--- src/rtl/nanov_spi_mem_arbiter.sv ---
// Arbitrates the nanoV fetch and load/store paths onto one bit-serial SPI memory.
// A finished fetch leaves the device selected so a sequential fetch goes straight to data.
module nanov_spi_mem_arbiter #(
    parameter int         ADDR_BITS = 24,
    parameter logic [7:0] READ_CMD  = 8'h03,
    parameter logic [7:0] WRITE_CMD = 8'h02
) (
    input  logic                 clk,
    input  logic                 rstn,
    input  logic                 if_req,
    input  logic [ADDR_BITS-1:0] if_addr,
    input  logic                 if_abort,
    output logic                 if_valid,
    output logic [31:0]          if_data,
    input  logic                 d_req,
    input  logic                 d_we,
    input  logic [ADDR_BITS-1:0] d_addr,
    input  logic [31:0]          d_wdata,
    output logic                 d_ack,
    output logic [31:0]          d_rdata,
    output logic                 spi_select,
    output logic                 spi_out,
    input  logic                 spi_data_in,
    output logic [2:0]           state_dbg
);

    localparam int TXW = 8 + ADDR_BITS;

    typedef enum logic [2:0] {
        S_IDLE   = 3'd0,
        S_CMD    = 3'd1,
        S_ADDR   = 3'd2,
        S_DATA   = 3'd3,
        S_STREAM = 3'd4,
        S_DESEL  = 3'd5
    } state_t;

    state_t               state_q, state_d;
    logic [5:0]           cnt_q, cnt_d;
    logic                 owner_q, owner_d;   // 1 = data path owns the bus
    logic                 we_q, we_d;
    logic [ADDR_BITS-1:0] addr_q, addr_d;
    logic [TXW-1:0]       tx_q, tx_d;
    logic [31:0]          sh_q, sh_d;
    logic                 if_valid_d, d_ack_d;
    logic [31:0]          if_data_d, d_rdata_d;

    logic [ADDR_BITS-1:0] fetch_word, data_word, next_seq;
    logic [31:0]          rx_word;
    logic                 abort_hit;
    logic                 unused_low_bits;

    assign fetch_word      = {if_addr[ADDR_BITS-1:2], 2'b00};
    assign data_word       = {d_addr[ADDR_BITS-1:2], 2'b00};
    assign next_seq        = addr_q + ADDR_BITS'(4);
    assign rx_word         = {spi_data_in, sh_q[31:1]};
    assign unused_low_bits = ^{if_addr[1:0], d_addr[1:0]};
    assign state_dbg       = state_q;

    assign abort_hit = if_abort && !owner_q &&
                       (state_q == S_CMD || state_q == S_ADDR ||
                        state_q == S_DATA || state_q == S_STREAM);

    always_ff @(posedge clk) begin
        if (!rstn) begin
            state_q  <= S_IDLE;
            cnt_q    <= '0;
            owner_q  <= 1'b0;
            we_q     <= 1'b0;
            addr_q   <= '0;
            tx_q     <= '0;
            sh_q     <= '0;
            if_valid <= 1'b0;
            if_data  <= '0;
            d_ack    <= 1'b0;
            d_rdata  <= '0;
        end else begin
            state_q  <= state_d;
            cnt_q    <= cnt_d;
            owner_q  <= owner_d;
            we_q     <= we_d;
            addr_q   <= addr_d;
            tx_q     <= tx_d;
            sh_q     <= sh_d;
            if_valid <= if_valid_d;
            if_data  <= if_data_d;
            d_ack    <= d_ack_d;
            d_rdata  <= d_rdata_d;
        end
    end

    always_comb begin
        state_d    = state_q;
        cnt_d      = cnt_q + 6'd1;
        owner_d    = owner_q;
        we_d       = we_q;
        addr_d     = addr_q;
        tx_d       = {tx_q[TXW-2:0], 1'b0};
        sh_d       = sh_q;
        if_valid_d = 1'b0;
        if_data_d  = if_data;
        d_ack_d    = 1'b0;
        d_rdata_d  = d_rdata;

        case (state_q)
            S_IDLE, S_DESEL: begin
                state_d = S_IDLE;
                // d_req is still held during its own ack cycle; that is the old request.
                if (d_req && !d_ack) begin
                    state_d = S_CMD;
                    cnt_d   = '0;
                    owner_d = 1'b1;
                    we_d    = d_we;
                    addr_d  = data_word;
                    tx_d    = {(d_we ? WRITE_CMD : READ_CMD), data_word};
                    sh_d    = d_wdata;
                end else if (if_req) begin
                    state_d = S_CMD;
                    cnt_d   = '0;
                    owner_d = 1'b0;
                    we_d    = 1'b0;
                    addr_d  = fetch_word;
                    tx_d    = {READ_CMD, fetch_word};
                end
            end
            S_CMD: begin
                if (cnt_q == 6'd7) begin
                    state_d = S_ADDR;
                    cnt_d   = '0;
                end
            end
            S_ADDR: begin
                if (cnt_q == 6'(ADDR_BITS - 1)) begin
                    state_d = S_DATA;
                    cnt_d   = '0;
                end
            end
            S_DATA: begin
                sh_d = we_q ? {1'b0, sh_q[31:1]} : rx_word;
                if (cnt_q == 6'd31) begin
                    cnt_d = '0;
                    if (owner_q) begin
                        d_ack_d = 1'b1;
                        if (!we_q) d_rdata_d = rx_word;
                        state_d = S_DESEL;
                    end else begin
                        if_valid_d = 1'b1;
                        if_data_d  = rx_word;
                        state_d    = S_STREAM;
                    end
                end
            end
            S_STREAM: begin
                cnt_d = '0;
                if (d_req) begin
                    state_d = S_DESEL;
                // During the valid pulse the requester may still show the address just served.
                end else if (if_req && !(if_valid && fetch_word == addr_q)) begin
                    if (fetch_word == next_seq) begin
                        state_d = S_DATA;
                        addr_d  = next_seq;
                    end else begin
                        state_d = S_DESEL;
                    end
                end
            end
            default: state_d = S_IDLE;
        endcase

        if (abort_hit) begin
            state_d    = S_DESEL;
            if_valid_d = 1'b0;
            if_data_d  = if_data;
        end
    end

    always_comb begin
        spi_select = 1'b1;
        spi_out    = 1'b0;
        case (state_q)
            S_CMD, S_ADDR: begin
                spi_select = 1'b0;
                spi_out    = tx_q[TXW-1];
            end
            S_DATA: begin
                spi_select = 1'b0;
                spi_out    = owner_q && we_q && sh_q[0];
            end
            S_STREAM: spi_select = 1'b0;
            default: begin
                spi_select = 1'b1;
                spi_out    = 1'b0;
            end
        endcase
    end

endmodule
--- config.mk ---
export PLATFORM = sky130hd
export DESIGN_NAME = nanov_spi_mem_arbiter
export DESIGN_NICKNAME = d
export VERILOG_FILES = /design/src/rtl/nanov_spi_mem_arbiter.sv
export SDC_FILE = /design/constraint.sdc
export NUM_CORES = 1
export LEC_CHECK = 0
export BUFFER_PORTS_ARGS = -buffer_cell sky130_fd_sc_hd__buf_4
export CAP_MARGIN = 20
export CELL_PAD_IN_SITES_DETAIL_PLACEMENT = 0
export CELL_PAD_IN_SITES_GLOBAL_PLACEMENT = 2
export CORE_UTILIZATION = 30
export CTS_BUF_LIST = sky130_fd_sc_hd__clkbuf_4
export CTS_CLUSTER_SIZE = 30
export DETAILED_ROUTE_END_ITERATION = 10
export HOLD_SLACK_MARGIN = 0.06
export PLACE_DENSITY = 0.77
export SLEW_MARGIN = 20
export SYNTH_ARGS = -nofsm -noshare
export SYNTH_HDL_FRONTEND = slang
export SYNTH_SLANG_ARGS = --single-unit
--- constraint.sdc ---
create_clock -name clk -period 3.1 [get_ports clk]
set_clock_uncertainty 0.05 [all_clocks]
set_input_delay 0 -clock clk [delete_from_list [all_inputs] [get_ports clk]]
set_output_delay 0 -clock clk [all_outputs]
set_load 0.005 [all_outputs]
==> implementation parameters, run 1 <==
Parameter                              Value

Status
  Run status ... finished clean

Synth
  Post-synthesis xor/xnor area fraction ... 0.0424
  Number of different library cells in the post-synthesis netlist ... 63
  Simple-gate area share of the yosys netlist ... 0.231
  Count of state elements after synthesis ... 161
  Syn_area_per_cell ... 8.04 sq um
  Yosys warns ... 0
  Adder-cell area share of the yosys netlist ... 0.00322
  Multiplexer area fraction after synthesis ... 0.0833
  Synth Area in Compound Gates ... 0.176
  Count of flip-flops with a built-in enable after synthesis ... 0
  Sequential fraction of the synthesis area ... 0.415
  Syn_nets ... 1054
  Async SR Flop Fraction ... 0
  Dominant combinational cell family by area after synthesis ... simple AND/OR/NAND/NOR gates
  Most instantiated flip-flop cell in the synthesis netlist ... dfxtp_1
  Cell area after synthesis ... 0.00776 sq mm
  Gate count of the mapped netlist ... 965

Setup path
  Number of stages on the worst setup path ... 10
  Critical-path maximum fanout ... 7
  Kind of start point of the critical path ... flip-flop
  R2R setup slack ... 0.18 ns
  Capturing element type of the critical path ... flip-flop
  Cell count of the worst reg-to-reg path ... 10
  Cell breakdown of the critical path ... buf_4 > nand4_2 > or3_4 > or3_4 > xor2_2 > and4_4 > and4_4 > or2_4 > mux2_4 > a32o_1
  Cell type group with the largest total delay on the critical path ... simple AND/OR/NAND/NOR gates
  Reg-to-reg critical path startpoint ... addr_q[4]$_SDFFE_PN0P_
  Number of buffers and inverters on the critical path ... 1
  Required @ worst endpoint ... 3.53 ns
  Worst path slowest cell ... or3_4
  Slowest stage delay, CP ... 0.42 ns
  Critical register-to-register path endpoint ... addr_q[5]$_SDFFE_PN0P_
  Critical path arrival ... 3.34 ns
  Category of the most critical setup path ... flip-flop to flip-flop

CTS
  Clock buffer depth ... 2
  Clock latency at the later pin of the worst-skew pair ... 0.57 ns
  Number of H-tree branching levels ... 4
  Total clock sinks ... 161
  Clock transition at the register clock pins on the worst setup and hold paths after CTS ... 0.16 ns
  Clock tree from TritonCTS ... done
  Total clock buffers created by CTS ... 17
  Root buffer cell ... clkbuf_4

Global routing
  Global-route wire length before repair ... 41.1 mm
  Grt total ovfl ... 0
  Overall fraction of global-route tracks in use ... 0.199
  Antenna violations before repair ... 1
  Pin count of the biggest net entering global routing ... 65
  Number of global-route vias before repair ... 7389

Placed design
  Post-Place Setup Slack ... -0.00699 ns
  Half-perimeter wire length of the detailed placement result ... 18.0 mm
  Count of input and output buffers ... 153
  Weighted congestion reported at the end of routability-driven placement ... 0.903
  Number of placed cells counting well taps ... 1428

Timing
  Achievable frequency ... 343 MHz
  Final critical-path setup slack ... 0.184 ns
  Post-layout min period ... 2.92 ns
  Final period utilization ... 0.941
  Tightest Pin Transition ... 0.807 ns
  Setup tns final ... 0 ns
  Final Max Slew Viols ... 0
  Slew Limit Headroom ... 0.460
  Final setup violation count ... 0
  Final Hold Viols ... 0

Die
  Total I/O pin count ... 158
  Number of cell rows ... 58
  Core area ... 0.0253 sq mm
  Chip width ... 163 um
  Die height ... 163 um
  Die footprint ... 0.0265 sq mm
  Starting Density ... 0.307

Route
  Final routed DRC violation total ... 0
  Via count ... 7627
  Antenna Nets Post-Route ... 0
  Drt wl/cell ... 16.6 um
  Final Routed Wirelength ... 25.8 mm
  First-pass DRT Iterations ... 5
  DR vias/cell ... 4.92
  Number of DRC markers after the initial detailed-route iteration ... 485

Min path
  Source of the worst hold timing path ... if_addr[12]
  End of the worst hold path ... state_dbg[2]$_SDFFE_PN0P_
  Hold Path Cell Cnt ... 6
  Class of the tightest hold or removal check ... primary input to flip-flop

Pwr
  Leakage power figure ... 4.44 nW
  Switching part of the total ... 0.408
  Part of the total power dissipated in the clock network ... 0.202
  P_int ... 0.00412 W
  Share of power burned in combinational logic ... 0.381
  Design Power ... 0.00696 W
  Worst vdd ir ... 0.280 mV
  Power per standard cell area ... 649 mW/mm^2
  Net switching power ... 0.00284 W
  Sequential share of power ... 0.417

Finish
  Area grow syn2layout ... 38.1%
  Number of standard cells in the final layout excluding fillers ... 1550
  Proportion of layout cells with a drive suffix above 1 ... 0.228
  Final core utilization ... 0.425
  Number of nets in the layout ... 1294

Job
  Max capacitance violation total ... 0
## logic make-up (layout without fill, tap and decap cells)
logic type	count (synthesis)	in the layout
fa+ha+maj	2	2
mux	64	64
xor+xnor	36	36
buf+inv	89	342
flops	161	161
simple gates	386	386
compound gates	227	227
other cells	0	2
## power groups by stage
stage	Clock, W	Sequential, W	Combinational [W]
after floorplan	0	0.00279	0.00180
after global placement	0	0.00294	0.00249
after detailed placement	0	0.00295	0.00250
after CTS	0.00146	0.00291	0.00262
after global routing	0.00156	0.00298	0.00294
final	0.00141	0.00290	0.00265
## layer usage
| layer | share of wire | wire [um] | global-route usage | vias to the layer above |
|---|---|---|---|---|
| li1 | - | - | - | 3863 |
| met1 | 0.50 | 12800 | 0.279 | 3578 |
| met2 | 0.46 | 11800 | 0.316 | 166 |
| met3 | 0.034 | 877 | 0.0311 | 20 |
| met4 | 0.012 | 321 | 0.0493 | 0 |
| met5 | 0 | 0 | 0 | - |
## registers in the layout (all words and copies together), names as in the netlist
signal	flops
d_rdata	32
if_data	32
sh_q	32
tx_q	30
addr_q	22
cnt_q	6
state_dbg	3
d_ack	1
if_valid	1
owner_q	1
we_q	1
## stage by stage
stage          area (sq um)  hold WS [ns]
2_1_floorplan          7760        0.0860
6_report              10700         0.204
3_3_place_gp           9440         0.219
4_1_cts               10600         0.171
5_1_grt               10700         0.192
3_5_place_dp           9440         0.225
## Yosys cell counts (15+ instances only)
| cell type | number | share of area |
|---|---|---|
| a211oi_1 | 57 | 0.055 |
| a21oi_1 | 97 | 0.063 |
| clkbuf_1 | 52 | 0.025 |
| dfxtp_1 | 161 | 0.42 |
| mux2i_1 | 62 | 0.080 |
| nand2_1 | 164 | 0.079 |
| nand3_1 | 21 | 0.014 |
| nor2_1 | 104 | 0.050 |
| nor3_1 | 19 | 0.012 |
| o21ai_0 | 43 | 0.028 |
| xnor2_1 | 15 | 0.017 |
| xor2_1 | 20 | 0.023 |
## worst register-to-register path, cell delays in order (launching register included)
cell and delay (ns):
dfxtp_2 0.40, buf_4 0.16, nand4_2 0.12, or3_4 0.39, or3_4 0.42, xor2_2 0.17
and4_4 0.19, and4_4 0.18, or2_4 0.26, mux2_4 0.30, a32o_1 0.19
## final cells by class
| class | instances | area, sq um |
|---|---|---|
| fill | 2645 | 14500 |
| clock inverter | 15 | 190 |
| tap | 330 | 413 |
| inverter | 13 | 51.3 |
| sequential | 161 | 3230 |
| multi-input combinational | 715 | 4260 |
| antenna | 2 | 5.00 |
| clock buffer | 17 | 128 |
| timing repair buffer | 297 | 2450 |
## what timing repair did
action                     4_1_cts  5_1_grt
pin swaps                        0        1
hold endpoints to repair       128        0
setup endpoints to repair        8       20
setup buffers                    0        2
resized for setup                2       14
hold buffers                    86        0
## cell usage in the layout (no fill, tap or decap), types with 19 or more instances in the layout
| master | instances |
|---|---|
| buf_4 | 209 |
| nand2_1 | 162 |
| dfxtp_1 | 159 |
| nor2_1 | 102 |
| a21oi_1 | 97 |
| dlygate4sd3_1 | 86 |
| mux2i_1 | 62 |
| a211oi_1 | 56 |
| o21ai_0 | 43 |
| nand3_1 | 21 |
| xor2_1 | 19 |
## worst max path at each step
stage / from / to
final: addr_q[4]$_SDFFE_PN0P_ / addr_q[5]$_SDFFE_PN0P_
after global routing: addr_q[13]$_SDFFE_PN0P_ / addr_q[23]$_SDFFE_PN0P_
after floorplan: addr_q[2]$_SDFFE_PN0P_ / addr_q[5]$_SDFFE_PN0P_
after CTS: addr_q[4]$_SDFFE_PN0P_ / addr_q[23]$_SDFFE_PN0P_
after global placement: addr_q[2]$_SDFFE_PN0P_ / addr_q[2]$_SDFFE_PN0P_
after detailed placement: addr_q[2]$_SDFFE_PN0P_ / addr_q[11]$_SDFFE_PN0P_
No activity file was read; power rests on OpenSTA's default activity.
==> run 2, diff against run 1 <==
Settings changed: BUFFER_PORTS_ARGS -buffer_cell sky130_fd_sc_hd__buf_4 to -buffer_cell sky130_fd_sc_hd__buf_2, PLACE_DENSITY 0.77 to 0.84, SETUP_SLACK_MARGIN from default to 0.02.
==> implementation parameters, run 2 (synthesis gave the netlist of run 1 again) <==
Parameter                              Value

Die
  Starting Density ... 0.307
  Die footprint ... 0.0265 sq mm
  Number of cell rows ... 58
  Die height ... 163 um
  Core area ... 0.0253 sq mm
  Chip width ... 163 um
  Total I/O pin count ... 158

Timing
  Post-layout min period ... 2.96 ns
  Unrepaired setup endpoints after global routing ... false
  Tightest Pin Transition ... 0.794 ns
  Final critical-path setup slack ... 0.135 ns
  Final period utilization ... 0.956
  Final Hold Viols ... 0
  Worst Hold Slack ... 0.152 ns
  Achievable frequency ... 337 MHz
  Setup tns final ... 0 ns
  Final Max Slew Viols ... 0
  Slew Limit Headroom ... 0.471
  Final setup violation count ... 0

Setup path
  Capturing element type of the critical path ... flip-flop
  Kind of start point of the critical path ... flip-flop
  Cell type group with the largest total delay on the critical path ... simple AND/OR/NAND/NOR gates
  Category of the most critical setup path ... flip-flop to flip-flop
  Critical-path maximum fanout ... 9
  Worst path slowest cell ... dfxtp_1
  Required @ worst endpoint ... 3.48 ns
  Cell breakdown of the critical path ... nand4_2 > or3_4 > or3_4 > xor2_1 > and4_4 > and4_4 > buf_4 > nor2_1 > buf_4 > o21ai_0 > a21oi_1
  Critical path arrival ... 3.34 ns
  Slowest stage delay, CP ... 0.48 ns
  Number of buffers and inverters on the critical path ... 2

Finish
  Proportion of layout cells with a drive suffix above 1 ... 0.218
  Most common cell after layout, fill and taps aside ... nand2_1
  Number of standard cells in the final layout excluding fillers ... 1542
  Top library cells by usage in the layout, fill and taps aside ... nand2_1 (162), dfxtp_1 (159), buf_2 (153), nor2_1 (103), a21oi_1 (97)
  Area grow syn2layout ... 32.3%
  Final core utilization ... 0.407
  Largest registers ... d_rdata x32, if_data x32, sh_q x32
  Number of nets in the layout ... 1286

Global routing
  Number of global-route vias before repair ... 7127
  Overall fraction of global-route tracks in use ... 0.191
  Antenna violations before repair ... 1
  Pin count of the biggest net entering global routing ... 147
  Global-route wire length before repair ... 39.5 mm
  Grt total ovfl ... 0

Route
  Antenna Nets Post-Route ... 0
  DR vias/cell ... 4.95
  Final Routed Wirelength ... 25.0 mm
  Number of DRC markers after the initial detailed-route iteration ... 533
  Via count ... 7636
  Drt wl/cell ... 16.2 um
  First-pass DRT Iterations ... 7
  Final routed DRC violation total ... 0

CTS
  Clock latency at the later pin of the worst-skew pair ... 0.59 ns
  Clock tree from TritonCTS ... done
  Clock buffer depth ... 2
  Clock transition at the register clock pins on the worst setup and hold paths after CTS ... 0.16 ns
  Setup Fix Bufs, Post-CTS ... 0
  Total clock sinks ... 161
  Total clock buffers created by CTS ... 17
  Number of H-tree branching levels ... 4
  Root buffer cell ... clkbuf_4

Placed design
  Number of placed cells counting well taps ... 1422
  Post-Place Setup Slack ... 0.0422 ns
  Count of input and output buffers ... 153
  Weighted congestion reported at the end of routability-driven placement ... 0.884
  Half-perimeter wire length of the detailed placement result ... 17.1 mm

Pwr
  P_int ... 0.00401 W
  Worst vdd ir ... 0.289 mV
  Share of power burned in combinational logic ... 0.376
  Switching part of the total ... 0.415
  Part of the total power dissipated in the clock network ... 0.202
  Power per standard cell area ... 667 mW/mm^2
  Leakage power figure ... 4.33 nW
  Net switching power ... 0.00284 W
  Sequential share of power ... 0.422

Job
  Max capacitance violation total ... 0

Min path
  Class of the tightest hold or removal check ... primary input to flip-flop

Status
  Run status ... finished clean
==> run 2: per-layer routing <==
metal | part of all wire | global-route usage | wire, um | vias up
li1 | - | - | - | 3857
met2 | 0.44 | 0.296 | 11100 | 199
met5 | 0 | 0 | 0 | -
met4 | 0.016 | 0.0518 | 399 | 0
met3 | 0.044 | 0.0311 | 1110 | 26
met1 | 0.49 | 0.270 | 12400 | 3554
==> run 2: worst paths after layout <==
| path | cells past startpoint | start | to | slack [ns] |
|---|---|---|---|---|
| setup / recovery | 11 | addr_q[5]$_SDFFE_PN0P_ | addr_q[18]$_SDFFE_PN0P_ | 0.14 |
| hold reg to reg | 1 | cnt_q[0]$_SDFF_PN0_ | cnt_q[0]$_SDFF_PN0_ | 0.41 |
| hold / removal | 7 | if_addr[7] | addr_q[7]$_SDFFE_PN0P_ | 0.15 |
| setup reg to reg | 11 | addr_q[5]$_SDFFE_PN0P_ | addr_q[18]$_SDFFE_PN0P_ | 0.14 |
==> run 2: metrics by stage <==
| stage | instance area, sq um | power [W] |
|---|---|---|
| after floorplan | 7760 | 0.00459 |
| after global placement | 9040 | 0.00534 |
| after detailed placement | 9040 | 0.00538 |
| after CTS | 10200 | 0.00687 |
| after global routing | 10300 | 0.00735 |
| final | 10300 | 0.00685 |
==> run 2: tightest hold or removal path, delay by kind of cell <==
kind,cells,cell delay [ns]
AO/OA/AOI/OAI,3,0.34
buffers and inverters,2,0.20
AND/OR/NAND/NOR,1,0.11
multiplexers,1,0.08
==> run 2: power by group through the flow <==
| stage | sequential [W] | clock [W] | combinational, W |
|---|---|---|---|
| detailed placement | 0.00293 | 0 | 0.00244 |
| floorplan | 0.00279 | 0 | 0.00180 |
| CTS | 0.00289 | 0.00144 | 0.00255 |
| global route | 0.00296 | 0.00152 | 0.00286 |
| finish | 0.00289 | 0.00138 | 0.00258 |
| global placement | 0.00292 | 0 | 0.00241 |
==> run 2: repair_timing <==
item / in CTS / in global routing
gates resized for setup: 0 / 8
setup endpoints to repair: 0 / 22
hold buffers: 86 / 0
hold endpoints to repair: 126 / 0
==> run 2: layout make-up <==
cell class / instances / area, sq um
repair buffers: 289 / 2030
flip-flops and latches: 161 / 3230
clock inverters: 15 / 201
clock buffers: 17 / 128
inverters: 13 / 51.3
multi-input cells: 715 / 4210
fillers: 2666 / 15000
diodes: 2 / 5.00
well taps: 330 / 413
